--- src/rtl/control_unidad_pipe.sv ---
// Registered main control unit for the pipelined MIPS core (ID stage -> ID/EX control word).
// Optional load-use hazard detection and STALL state enabled by defining CONTROL_LOAD_USE_EN.
module control_unidad_pipe #(
  parameter int NB_OP        = 6,
  parameter int NB_REG       = 5,
  parameter int NB_ALUOP     = 2,
  parameter int STALL_CYCLES = 1
) (
  input  logic                i_clk,
  input  logic                i_reset,
  input  logic                i_Enable,
  input  logic                i_Valid,
  input  logic [NB_OP-1:0]    i_Opcode,
  input  logic [NB_REG-1:0]   i_Rs,
  input  logic [NB_REG-1:0]   i_Rt,
  input  logic                i_Flush,
  output logic                o_RegDst,
  output logic                o_Jump,
  output logic                o_Branch,
  output logic                o_MemRead,
  output logic                o_MemToReg,
  output logic                o_MemWrite,
  output logic                o_ALUSrc,
  output logic                o_RegWrite,
  output logic                o_ExtensionMode,
  output logic [NB_ALUOP-1:0] o_ALUOp,
  output logic                o_Valid,
  output logic [NB_REG-1:0]   o_RtEx,
  output logic                o_Stall,
  output logic                o_Halt
);

  localparam logic [NB_OP-1:0] OP_BAS  = NB_OP'(6'b000000);
  localparam logic [NB_OP-1:0] OP_ADDI = NB_OP'(6'b001000);
  localparam logic [NB_OP-1:0] OP_ANDI = NB_OP'(6'b001100);
  localparam logic [NB_OP-1:0] OP_SLTI = NB_OP'(6'b001010);
  localparam logic [NB_OP-1:0] OP_LW   = NB_OP'(6'b100011);
  localparam logic [NB_OP-1:0] OP_SW   = NB_OP'(6'b101011);
  localparam logic [NB_OP-1:0] OP_BEQ  = NB_OP'(6'b000100);
  localparam logic [NB_OP-1:0] OP_J    = NB_OP'(6'b000010);
  localparam logic [NB_OP-1:0] OP_HALT = NB_OP'(6'b111111);

  typedef struct packed {
    logic                reg_dst;
    logic                jump;
    logic                branch;
    logic                mem_read;
    logic                mem_to_reg;
    logic                mem_write;
    logic                alu_src;
    logic                reg_write;
    logic                ext_mode;
    logic [NB_ALUOP-1:0] alu_op;
  } ctrl_t;

`ifdef CONTROL_LOAD_USE_EN
  typedef enum logic [1:0] {RUN = 2'd0, STALL = 2'd1, HALTED = 2'd2} state_t;
  localparam int CNT_W = $clog2(STALL_CYCLES + 1);
`else
  typedef enum logic [1:0] {RUN = 2'd0, HALTED = 2'd2} state_t;
`endif

  function automatic ctrl_t decode(input logic [NB_OP-1:0] op);
    ctrl_t c;
    c = '0;
    case (op)
      OP_BAS:  begin c.reg_dst = 1'b1; c.reg_write = 1'b1; c.alu_op = NB_ALUOP'(2'b10); end
      OP_ADDI: begin c.alu_src = 1'b1; c.reg_write = 1'b1; end
      OP_ANDI: begin
        c.alu_src = 1'b1; c.reg_write = 1'b1; c.ext_mode = 1'b1; c.alu_op = NB_ALUOP'(2'b11);
      end
      OP_SLTI: begin c.alu_src = 1'b1; c.reg_write = 1'b1; c.alu_op = NB_ALUOP'(2'b11); end
      OP_LW:   begin
        c.mem_read = 1'b1; c.mem_to_reg = 1'b1; c.alu_src = 1'b1; c.reg_write = 1'b1;
      end
      OP_SW:   begin c.mem_write = 1'b1; c.alu_src = 1'b1; end
      OP_BEQ:  begin c.branch = 1'b1; c.alu_op = NB_ALUOP'(2'b01); end
      OP_J:    c.jump = 1'b1;
      OP_HALT: c = '0;
      default: c.alu_op = NB_ALUOP'(2'b11);
    endcase
    return c;
  endfunction

  state_t              state;
  ctrl_t               ctrl_p0;
  logic                vld_p0;
  logic [NB_REG-1:0]   rt_p0;
  logic                halt_p0;
  logic                is_halt;
  logic                hazard;

  assign is_halt = i_Valid && (i_Opcode == OP_HALT);

`ifdef CONTROL_LOAD_USE_EN
  logic [CNT_W-1:0] cnt_p0;
  logic             rt_is_src;

  // Rt is only a source operand for R-type, store and branch
  assign rt_is_src = (i_Opcode == OP_BAS) || (i_Opcode == OP_SW) || (i_Opcode == OP_BEQ);
  assign hazard = (state == RUN) && i_Valid && vld_p0 && ctrl_p0.mem_read &&
                  (rt_p0 != '0) && ((rt_p0 == i_Rs) || ((rt_p0 == i_Rt) && rt_is_src));

  always_comb begin
    o_Stall = 1'b0;
    case (state)
      RUN:     o_Stall = hazard && !i_Flush && !is_halt;
      STALL:   o_Stall = !i_Flush;
      HALTED:  o_Stall = 1'b1;
      default: o_Stall = 1'b0;
    endcase
  end
`else
  logic unused_rs;
  assign unused_rs = ^i_Rs;
  assign hazard    = 1'b0;
  assign o_Stall   = (state == HALTED);
`endif

  // ID -> ID/EX register stage
  always_ff @(posedge i_clk or posedge i_reset) begin
    if (i_reset) begin
      state   <= RUN;
      ctrl_p0 <= '0;
      vld_p0  <= 1'b0;
      rt_p0   <= '0;
      halt_p0 <= 1'b0;
`ifdef CONTROL_LOAD_USE_EN
      cnt_p0  <= '0;
`endif
    end else if (i_Enable) begin
      case (state)
        RUN: begin
          if (i_Flush) begin
            ctrl_p0 <= '0;
            vld_p0  <= 1'b0;
          end else if (is_halt) begin
            ctrl_p0 <= '0;
            vld_p0  <= 1'b0;
            halt_p0 <= 1'b1;
            state   <= HALTED;
          end else if (hazard) begin
            ctrl_p0 <= '0;
            vld_p0  <= 1'b0;
`ifdef CONTROL_LOAD_USE_EN
            if (STALL_CYCLES > 1) begin
              cnt_p0 <= CNT_W'(STALL_CYCLES - 1);
              state  <= STALL;
            end
`endif
          end else begin
            ctrl_p0 <= i_Valid ? decode(i_Opcode) : '0;
            vld_p0  <= i_Valid;
            rt_p0   <= i_Rt;
          end
        end
`ifdef CONTROL_LOAD_USE_EN
        STALL: begin
          ctrl_p0 <= '0;
          vld_p0  <= 1'b0;
          if (i_Flush || (cnt_p0 <= CNT_W'(1))) begin
            cnt_p0 <= '0;
            state  <= RUN;
          end else begin
            cnt_p0 <= cnt_p0 - CNT_W'(1);
          end
        end
`endif
        HALTED: begin
          ctrl_p0 <= '0;
          vld_p0  <= 1'b0;
        end
        default: state <= RUN;
      endcase
    end
  end

  assign o_RegDst        = ctrl_p0.reg_dst;
  assign o_Jump          = ctrl_p0.jump;
  assign o_Branch        = ctrl_p0.branch;
  assign o_MemRead       = ctrl_p0.mem_read;
  assign o_MemToReg      = ctrl_p0.mem_to_reg;
  assign o_MemWrite      = ctrl_p0.mem_write;
  assign o_ALUSrc        = ctrl_p0.alu_src;
  assign o_RegWrite      = ctrl_p0.reg_write;
  assign o_ExtensionMode = ctrl_p0.ext_mode;
  assign o_ALUOp         = ctrl_p0.alu_op;
  assign o_Valid         = vld_p0;
  assign o_RtEx          = rt_p0;
  assign o_Halt          = halt_p0;

endmodule

--- config.mk ---
export PLATFORM = sky130hd
export DESIGN_NAME = control_unidad_pipe
export DESIGN_NICKNAME = d
export VERILOG_FILES = /design/src/rtl/control_unidad_pipe.sv
export SDC_FILE = /design/constraint.sdc
export NUM_CORES = 1
export LEC_CHECK = 0
export CORE_MARGIN = 2
export CORE_UTILIZATION = 60
export CTS_BUF_LIST = sky130_fd_sc_hd__clkbuf_8
export CTS_CLUSTER_DIAMETER = 60
export DETAILED_ROUTE_END_ITERATION = 8
export DONT_BUFFER_PORTS = 1
export PLACE_DENSITY = 0.87
export SETUP_SLACK_MARGIN = 0.2
export SYNTH_ARGS = -nofsm -noshare
export SYNTH_HDL_FRONTEND = slang
export SYNTH_SLANG_ARGS = --single-unit
export TNS_END_PERCENT = 100
--- constraint.sdc ---
create_clock -name i_clk -period 1.7 [get_ports i_clk]
set_clock_uncertainty 0.1 [all_clocks]
set_input_delay 0.51 -clock i_clk [delete_from_list [all_inputs] [get_ports i_clk]]
set_output_delay 0.51 -clock i_clk [all_outputs]
set_load 0.02 [all_outputs]
=== Word level (Yosys, flattened, before mapping) ===
Index checks and enable logic that the tools add are counted.

* Bits in registers: 20

* Reduce and logical (&&, ||, !) cells: 11
* Muxes and demuxes: 19
* Eq/ne operators: 11
* Bitwise logic cells: 3

{| class="wikitable"
|+ Operator list
! kind !! number
|-
| 11-bit 2-to-1 mux || 3
|-
| 11-bit one-hot mux with 2 select lines || 1
|-
| 6-bit by 4-bit == test with 1-bit output, second input constant || 3
|-
| 6-bit == test, second input constant || 3
|-
| 5-bit OR reduction || 3
|-
| 4-bit AND reduction || 3
|-
| 1-bit 2-to-1 mux || 9
|-
| 6-bit by 2-bit == test with 1-bit output, second input constant || 1
|-
| 6-bit by 3-bit == test with 1-bit output, second input constant || 1
|-
| 6-bit zero test || 1
|-
| 2-bit 2-to-1 mux || 3
|-
| 2-bit one-hot mux with 3 select lines || 1
|-
| 2-bit != test, second input constant || 2
|-
| 2-bit one-hot mux with 2 select lines || 1
|-
| 1-bit NOT || 3
|-
| 2-bit == test, second input constant || 1
|-
| 2-bit zero test || 1
|-
| 1-bit one-hot mux with 2 select lines || 1
|-
| 2-bit AND reduction || 1
|-
| 2-bit nonzero test || 1
|-
| 1-bit logical AND || 1
|}

=== Logic depth before layout (Yosys ltp) ===
* Depth after elaboration: 7
* Mapped depth: 5

=== Least setup slack after synthesis ===
No wires, ideal clock.

* Kind: input to register
* From: input i_Opcode[2]
* To: register rt_p0[0], in the netlist o_RtEx[0]
* Path slack: 109 ps
* Cell stages on the path: 5
* Arrival: 1366 ps
* Cells stage by stage: buf_2 -> nand3_1 -> nor2_4 -> a21oi_4 -> mux2_2

* Word-level cells in the longest chain between the ends: 4

{| class="wikitable"
|+ RTL lines
! element !! line !! RTL
|-
| from (decl) || 13 || <nowiki>input logic [NB_OP-1:0] i_Opcode,</nowiki>
|-
| 6-bit == test || 93 || <nowiki>assign is_halt = i_Valid && (i_Opcode == OP_HALT);</nowiki>
|-
| 1-bit logical AND || 93 ||
|-
| 1-bit NOT (no line) || -- ||
|-
| 4-bit AND reduction (no line) || -- ||
|-
| to (signal assigned) || 154 || <nowiki>rt_p0 <= i_Rt;</nowiki>
|-
| to (decl) || 88 || <nowiki>logic [NB_REG-1:0] rt_p0;</nowiki>
|}

Every way passes these cells.
A chain may end at the register's enable or synchronous reset.

==> run metrics <==
Multi-input gate area between 300 and 400 um^2; Commonest cells post-synth dfrtp_1, inv_1, o22ai_1; top sig layer met4; Vias slightly above 600; clock sink count 18; final setup fails 0; WHS roughly 0.064 ns; synthesized netlist net count between 100 and 150; critical path class reg -> out; Crit. End Element primary output; Synth top area share a little over half; PortBufs 0; wl on met1 between 600 and 700 um; First DRT Iteration DRCs 15; endpoints failing hold 0; total routed wirelength ~1.6 mm; unrepaired setup endpoints after global routing no; Startpoint Class register; GRT Total Usage 19.5%; hpwl dp between 1 and 1.5 mm; drc violations 0; mapped cell area 848 um^2; CP required 1.09 ns; FF/Latch Area roughly 450 um^2; fin. max-slew vios 0; DRT antenna net count 0; gr ovfl total 0; min-delay worst type in -> async; Mapped Cells slightly above 80; largest net degree at the start of global routing 19; top cells by area, synth dfrtp_1, inv_1, o22ai_1; register area share after synthesis 53.1%; Slew Limit Headroom 74.4%; vias per cell roughly 6.1; crit path time final 1.43 ns; Area Overhead vs Synth 10.0%; maxcap violations 0; CTS Buf Count 3; Wirelength per Cell roughly 16 um; fin area ~930 um^2; first-pass GRT wire length between 2 and 3 mm; unique cell type count in the Yosys netlist 27; H-tree depth 1; Starting Density 64.4%; number of flops mapped to enable cells by yosys 0; Routability Congestion 0.877; antenna violations before repair 0; CTS tree done; Primary FF master, synth dfrtp_1; n_diodes 0; worst ir drop on vdd ~0.64 mV; Met3 Wirelength about 110 um; Arrival @ worst endpoint roughly 0.82 ns; Root Buffer clkbuf_8; worst skew pair latency about 0.24 ns; post-CTS setup buffers 0; Slew @ Worst Pin about 0.38 ns; fmax ~0.7 GHz; Post-Place Cell Area between 800 and 900 um^2; Die ar. approximately 1700 um^2; cell taking the most area after synthesis dfrtp_1; die height between 40 and 50 um; FFs w/ async S/R, synth 100%; outcome complete, no violations; Nets 107; final core occ between 70 and 80%; Final WS setup roughly 0.27 ns; fin crit share roughly 84%; Clock Path Buffers 2; Syn Area/Cell 10.3 um^2; CP max FO 3; vias in the first global route 596; met2 wire length roughly 730 um; Worst-path clk slew ~0.06 ns; row count 13; yosys warns 0; Fillers 100; Core Region 1320 um^2; post-route setup TNS 0 ns; Power per Cell Area about 930 nW/um^2; register bit total from synthesis 18; Leak just over 0.0004 uW; drt first pass iters 4; layout cell share with drive strength beyond 1 20.2%; Die W ~42 um; pre-CTS setup slack 0.0486 ns; most numerous cell in the Yosys netlist dfrtp_1; # IOs 40
## per-stage QoR
step,power (uW),instances
6_report,871,99
5_1_grt,916,99
4_1_cts,884,99
3_5_place_dp,604,96
3_3_place_gp,600,96
2_1_floorplan,591,82
## cells by family after synthesis
logic type / count (synthesis) / share of synthesized area (%)
simple gates: 24 / 15.8
buf+inv: 18 / 8.55
flops: 18 / 53.1
compound gates: 16 / 14.8
mux: 5 / 6.64
fa+ha+maj: 1 / 1.18
## routing by layer
metal / up-vias / global-route usage, %
met5: - / 0
met3: 4 / 9.13
met1: 295 / 23.2
li1: 284 / -
met4: 0 / 8.39
met2: 23 / 30.3
## cell type report
class | instances | area share (%)
Clock buffer | 3 | 4.42
Sequential cell | 18 | 48.3
Timing Repair Buffer | 2 | 1.61
Inverter | 15 | 6.03
Multi-Input combinational cell | 46 | 37.7
Tap cell | 15 | 2.01
## repair_timing
action                     in CTS  in global routing
hold endpoints to repair        0                  0
setup endpoints to repair       0                  3
hold buffers                    0                  0
resized for setup               0                  2
## state kept, by name, summed over array words and instances, names as in the netlist
signal and cells:
o_ALUOp 2, o_ALUSrc 1, o_Branch 1, o_ExtensionMode 1, o_Halt 1, o_Jump 1, o_MemRead 1, o_MemWrite 1
o_RegDst 1, o_RegWrite 1, o_RtEx 5, o_Valid 1, state 1
## where the power goes
part | internal, uW | leakage, uW | switching [uW]
registers | 458 | 0.000237 | 53.9
clock network | 157 | 0.0000216 | 117
logic | 44.0 | 0.000150 | 41.0
## worst paths after layout
| path | start | end | slack, ns | cells past startpoint |
|---|---|---|---|---|
| min in group i_clk | i_Enable | o_MemWrite$_DFFE_PP0P_ | 0.25 | 1 |
| setup / recovery | o_MemRead$_DFFE_PP0P_ | o_MemToReg | 0.27 | 0 |
| hold reg to reg | o_Halt$_DFFE_PP0P_ | o_Halt$_DFFE_PP0P_ | 0.52 | 1 |
| max in group asynchronous | i_reset | o_ALUSrc$_DFFE_PP0P_ | 1.25 | 2 |
| setup reg to reg | state[1]$_DFFE_PP0P_ | o_RtEx[0]$_DFFE_PP0P_ | 0.28 | 4 |
| hold / removal | i_reset | o_RtEx[4]$_DFFE_PP0P_ | 0.06 | 2 |
## cells in the final DEF, fill, tap and decap left out
cell	synthesis	final
maj3_1	1	1
nor2_4	1	1
or3_1	2	2
a21oi_4	1	1
o22ai_1	8	8
mux2_4	0	3
nand3_2	1	2
a22oi_1	1	1
mux2_1	4	1
clkbuf_8	0	3
and3_1	1	1
o221ai_1	1	1
o211ai_2	1	1
or4b_1	1	1
a31oi_1	1	1
buf_4	1	2
nand3_1	5	4
nor2_1	4	3
inv_1	15	15
o21ai_0	1	1
a211o_2	1	1
nand2_1	4	4
nor3_1	2	2
nand2b_1	3	3
nor2_2	0	1
o32ai_2	0	1
dfrtp_1	18	18
mux2_2	1	1
No activity file was read; power rests on OpenSTA's default activity.
